===== src/rtl/router_pkt_tx.sv =====
// Host-side packet transmitter for the 1x3 router input port: buffers one payload from an
// upstream byte stream, then sends header, payload and parity while honouring router busy.
module router_pkt_tx #(
    parameter int GAP_CYCLES = 1,
    parameter bit ERR_INJ_EN = 1'b1
) (
    input  logic       clock,
    input  logic       reset,
    input  logic       start,
    input  logic [1:0] addr,
    input  logic [5:0] len,
    input  logic       err_inj,
    output logic       tx_ready,
    input  logic [7:0] pl_data,
    input  logic       pl_valid,
    output logic       pl_ready,
    input  logic       busy,
    output logic       pkt_valid,
    output logic [7:0] data_out,
    output logic       pkt_done,
    output logic       addr_err
);

    localparam int GW = (GAP_CYCLES > 1) ? $clog2(GAP_CYCLES) : 1;
    localparam logic [GW-1:0] GAP_LAST = GW'(GAP_CYCLES - 1);

    typedef enum logic [2:0] {
        IDLE,
        LOAD,
        HEADER,
        PAYLOAD,
        PARITY,
        GAP
    } state_t;

    state_t          state;
    logic [7:0]      pkt_buf [64];
    logic [1:0]      addr_q;
    logic [5:0]      len_q;
    logic            err_q;
    logic [5:0]      count;
    logic [5:0]      idx;
    logic [7:0]      par;
    logic [GW-1:0]   gap_cnt;

    logic [7:0]      hdr_in;
    logic [7:0]      hdr_q;
    logic            load_fire;
    logic            load_last;
    logic [7:0]      par_out;

    assign hdr_in    = {len, addr};
    assign hdr_q     = {len_q, addr_q};
    assign load_fire = (state == LOAD) && pl_valid && pl_ready;
    assign load_last = load_fire && (count == len_q - 6'd1);
    assign par_out   = (err_q && ERR_INJ_EN) ? ~par : par;
    assign tx_ready  = (state == IDLE);

    // Payload store has no reset so it can map onto plain RAM; stale bytes are never sent.
    always_ff @(posedge clock) begin
        if (load_fire) begin
            pkt_buf[count] <= pl_data;
        end
    end

    always_ff @(posedge clock) begin
        if (reset) begin
            state     <= IDLE;
            pkt_valid <= 1'b0;
            data_out  <= 8'h00;
            pl_ready  <= 1'b0;
            pkt_done  <= 1'b0;
            addr_err  <= 1'b0;
            addr_q    <= 2'd0;
            len_q     <= 6'd0;
            err_q     <= 1'b0;
            count     <= 6'd0;
            idx       <= 6'd0;
            par       <= 8'h00;
            gap_cnt   <= '0;
        end else begin
            addr_err <= 1'b0;
            case (state)
                IDLE: begin
                    if (start) begin
                        if (addr == 2'b11) begin
                            addr_err <= 1'b1;
                        end else begin
                            addr_q <= addr;
                            len_q  <= len;
                            err_q  <= err_inj;
                            par    <= hdr_in;
                            count  <= 6'd0;
                            if (len != 6'd0) begin
                                state    <= LOAD;
                                pl_ready <= 1'b1;
                            end else begin
                                state     <= HEADER;
                                pkt_valid <= 1'b1;
                                data_out  <= hdr_in;
                            end
                        end
                    end
                end

                LOAD: begin
                    if (load_fire) begin
                        count <= count + 6'd1;
                        par   <= par ^ pl_data;
                        if (load_last) begin
                            pl_ready  <= 1'b0;
                            state     <= HEADER;
                            pkt_valid <= 1'b1;
                            data_out  <= hdr_q;
                        end
                    end
                end

                HEADER: begin
                    if (!busy) begin
                        idx <= 6'd0;
                        if (len_q == 6'd0) begin
                            state     <= PARITY;
                            pkt_valid <= 1'b0;
                            data_out  <= par_out;
                        end else begin
                            state    <= PAYLOAD;
                            data_out <= pkt_buf[0];
                        end
                    end
                end

                // Next byte is prefetched on the consuming edge so busy=0 streams without bubbles.
                PAYLOAD: begin
                    if (!busy) begin
                        if (idx == len_q - 6'd1) begin
                            state     <= PARITY;
                            pkt_valid <= 1'b0;
                            data_out  <= par_out;
                        end else begin
                            idx      <= idx + 6'd1;
                            data_out <= pkt_buf[idx + 6'd1];
                        end
                    end
                end

                PARITY: begin
                    if (!busy) begin
                        state    <= GAP;
                        data_out <= 8'h00;
                        pkt_done <= 1'b1;
                        gap_cnt  <= '0;
                    end
                end

                GAP: begin
                    pkt_done <= 1'b0;
                    if (gap_cnt == GAP_LAST) begin
                        state <= IDLE;
                    end else begin
                        gap_cnt <= gap_cnt + 1'b1;
                    end
                end

                default: begin
                    state     <= IDLE;
                    pkt_valid <= 1'b0;
                    data_out  <= 8'h00;
                    pl_ready  <= 1'b0;
                    pkt_done  <= 1'b0;
                end
            endcase
        end
    end

endmodule


===== config.mk =====
export PLATFORM = sky130hd
export DESIGN_NAME = router_pkt_tx
export DESIGN_NICKNAME = d
export VERILOG_FILES = /design/src/rtl/router_pkt_tx.sv
export SDC_FILE = /design/constraint.sdc
export NUM_CORES = 1
export LEC_CHECK = 0
export ABC_AREA = 1
export CAP_MARGIN = 15
export CORE_MARGIN = 8
export CORE_UTILIZATION = 46
export CTS_CLUSTER_SIZE = 10
export DETAILED_ROUTE_END_ITERATION = 8
export GPL_TIMING_DRIVEN = 0
export SLEW_MARGIN = 10
export SYNTH_ARGS = -nofsm -noshare
export SYNTH_HDL_FRONTEND = slang
export SYNTH_SLANG_ARGS = --single-unit
export TNS_END_PERCENT = 20

===== constraint.sdc =====
create_clock -name clock -period 1.8 [get_ports clock]
set_input_delay 0.36 -clock clock [delete_from_list [all_inputs] [get_ports clock]]
set_output_delay 0.36 -clock clock [all_outputs]
set_load 0.02 [all_outputs]

==> summary by stage <==
Outcome
The run finished, with violations left. The checks that failed: negative setup slack.

CTS
The maximum level of the CTS H-tree is 3. TritonCTS built the clock tree. Clock-pin slew was measured on the worst setup and hold paths at 0.05 ns. After clock tree synthesis, the flow added hold-fix buffers numbering 0. The longest clock path from root to sink contains 3 buffers.

The clock insertion delay at the later pin of the skew report is 0.61 ns. The root buffer cell is clkbuf_16. The clock buffer count from CTS is 67.

The clock drives 556 sinks.

Detailed routing
Once detail routing completed, the nets flagged for antenna violations numbered 0. Across all layers, the routed design uses 18150 vias. Dividing the detail-routed via count by the number of cells gives 5.929. The number of iterations in the first detailed-routing pass is 6.

The average wire length per cell after detail routing is 25.87 µm. For this block, the initial DRC count from the detailed router was 2346. The routed design has 79.20 mm of wire. The DRC violation count after routing is 0.

Worst setup path
Data on the critical path arrives at its endpoint at 2.67 ns. The capturing point of the worst reg2reg path is data_out[0]. The number of buffer and inverter instances along the worst setup path is 4. The setup path with the least slack is of type reg2reg. Among cell families on the critical path, the largest total delay comes from simple AND/OR/NAND/NOR gates.

The worst endpoint required time is 2.26 ns. The path depth of the worst reg2reg path is 14. The worst setup path is captured at a flip-flop.

The highest fanout seen on the critical path is 10. The largest individual stage delay along the critical path comes from the cell dfxtp_4. The register-to-register setup slack is -0.41 ns.

The launch point of the worst reg-to-reg path is idx[1]. Traced cell by cell, the critical path runs through ha_4 -> buf_12 -> inv_8 -> clkbuf_16 -> buf_12 -> nand3_1 -> nand3_1 -> nand3_2 -> nand3_2 -> nand3_2 -> nand3_4 -> nand2_1 -> nand2_1 -> a21oi_2. The worst setup path is launched from a flip-flop. The critical path's largest stage delay is 0.36 ns. By instance count, the cell type seen most on the critical path is nand3_2.

Placed design
In this run the tool buffered the top-level ports with 33 buffer cells. The half-perimeter wire length after placement is 51.03 mm. The total cell area at the placement stage is 0.02506 mm². The congestion estimate from routability-driven global placement came to 0.9997. Prior to clock tree synthesis, the placed netlist has a worst setup slack of -1.625 ns.

Synthesis
Synthesis handed over a netlist of 2185 instances. The synthesized netlist contains 38 unique library cells. Counting flops with a built-in enable in the synthesized netlist gives 512. When the netlist entered floorplanning its net count stood at 2211. The average cell area after synthesis is 10.84 µm². The most common flop cell mapped by yosys is edfxtp_1.

After synthesis the netlist holds a flip-flop and latch count of 556. For this run, asynchronously set or reset flops after synthesis account for 0%. The cell area that synthesis handed to floorplanning was 0.02368 mm². The sequential element share of the synthesized area is 68.65%. For this run, the number of Yosys warnings is 0.

Hold path
In this run the most critical hold path is launched from pl_data[3]. The path class of the tightest hold or removal check is in2reg. The path with the worst hold slack has its endpoint at pkt_buf[2][3]. The count of cells along the worst hold path is 1.

Floorplan
The area of the core region is 0.05109 mm². The width of the die is 242.9 µm. For this design the top-level I/O count stands at 35. The floorplan step set the die height to 242.9 µm. The die area is 0.05899 mm². The number of placement rows is 83. The starting density of the core is 46.34%.

STA
The max-slew violation count is 0. After layout, the worst path uses 122.8% of the clock period. The total count of hold-check failures in the final report came to 0.

Setup repair after global routing could not meet its margin everywhere. Setup violations remaining at the end of the flow were counted as 524. For the pin with the worst max-slew slack, the measured transition is 0.8935 ns. In the final timing run, aggregate negative setup slack is -40.74 ns. The fmax is 452.3 MHz. The normalized max-slew margin is 40.43%. The final setup slack of the worst path is -0.4110 ns.

Between clock sinks in the finished design, the worst skew comes to 0.01803 ns. Counting I/O delays and the setup requirement, the final critical path takes 2.211 ns.

Cells and area
The signed area change from the synthesized netlist to the final layout is 26.55%. The filler cell count in the final layout is 4150. In the layout the commonest cells are nand2_1, edfxtp_1, nand3_1.

The antenna diode count is 0. Leaving out fill and tap cells, the most frequent cell in the layout is nand2_1. The number of nets in the layout is 2386. The post-route netlist has 23.90% of its cells at a drive strength greater than 1. Once layout is done, the placed cells without fillers occupy 0.02997 mm².

Pwr
The power after layout is 31.15 mW. The power per unit of standard cell area is 1040 mW/mm². The peak supply drop is 0.8056 mV. The analysis attributes to cell leakage a power of 10.88 nW.

Global routing
The number of global-route vias before repair came to 17160. Global routing consumed, over all layers together, 26.03% of the routing resources. Summed over all layers, the global routing overflow is 0. Entering global routing, the biggest net connects 66 pins. The first global-routing pass estimated 113.9 mm of wire. The number of antenna violations at the first check in global routing is 0.

Run
Max-cap violations in this run came to 0.
[registers in the layout, summed over array words and instances, names as in the netlist]
signal	cells
pkt_buf	512
pkt_done	1
err_q	1
pkt_valid	1
addr_q	2
pl_ready	1
addr_err	1
idx	6
state	3
count	6
par	8
len_q	6
data_out	8
[metrics by stage]
stage                     hold WS [ns]  util [%]  instances
final                           0.1793     58.65       3061
after global routing            0.1651     58.65       3061
after CTS                       0.1357     56.60       3039
after detailed placement        0.4589     49.04       2902
after global placement          0.4564     48.88       2898
after floorplan                 0.4298         -       2185
[layout make-up]
cell class / count / area, µm² / share of cell area (%)
repair inverters: 1 / 8.758 / 0.02923
plain buffers: 119 / 1105 / 3.687
multi-input cells: 1424 / 8148 / 27.19
repair buffers: 106 / 1391 / 4.643
clock inverters: 10 / 90.09 / 0.3006
well taps: 680 / 850.8 / 2.839
clock buffers: 80 / 1735 / 5.791
inverters: 85 / 352.8 / 1.178
flip-flops and latches: 556 / 16280 / 54.34
[timing repair]
item	4_1_cts	5_1_grt
setup buffers	48	19
gates cloned	0	3
setup endpoints to repair	561	543
gates resized for setup	366	203
pin swaps	35	47
[cells in the mapped netlist, types with 2 or more instances]
cell type	number	share of area (%)
a21oi_1	34	0.72
nor3_2	2	0.085
buf_2	67	1.4
buf_6	6	0.29
nor2_4	3	0.14
inv_1	79	1.3
o21ai_0	44	0.93
a31oi_1	8	0.21
buf_1	5	0.079
clkbuf_1	32	0.51
nor2_1	122	1.9
nand4_1	9	0.24
nand3_1	512	11
a211oi_1	2	0.063
a21oi_2	2	0.074
xor2_4	2	0.23
nand2_2	5	0.13
xor2_1	17	0.63
xnor2_1	7	0.26
inv_2	6	0.095
o22ai_1	7	0.18
nand2_1	629	10
nand3_2	2	0.085
edfxtp_1	512	65
dfxtp_1	44	3.7
ha_1	4	0.21
nor3_1	3	0.063
buf_4	10	0.32
[report_power, final]
group,switching [mW],internal (mW),total [mW]
logic,3.21,1.61,4.83
registers,0.196,14.3,14.5
clock network,5.03,6.77,11.8
total,8.44,22.7,31.2
[how the worst max path moves through the flow]
stage                     from             end  cells past startpoint
finish                  idx[1]     data_out[0]                     14
CTS                     idx[0]     data_out[3]                     14
detailed placement    pl_valid  pkt_buf[52][4]                      7
global placement    pl_data[3]  pkt_buf[20][3]                      1
floorplan             pl_ready  pkt_buf[10][0]                      6
global route            idx[1]     data_out[5]                     14
[per-layer routing]
layer | wire length [µm] | track usage (%) | vias to the layer above
li1 | - | - | 7993
met1 | 31590 | 34.36 | 8892
met2 | 36150 | 40.52 | 1054
met3 | 7464 | 5.996 | 210
met4 | 3992 | 12.27 | 0
met5 | 0 | 0 | -
[kinds of logic after synthesis]
kind of cell	synth area share [%]
flip-flops	68.65
XOR/XNOR	1.189
buffers and inverters	3.952
AO/OA/AOI/OAI	2.336
AND/OR/NAND/NOR	23.66
adder cells (fa/ha/maj)	0.2114
Power figures use the tool's default switching activity.
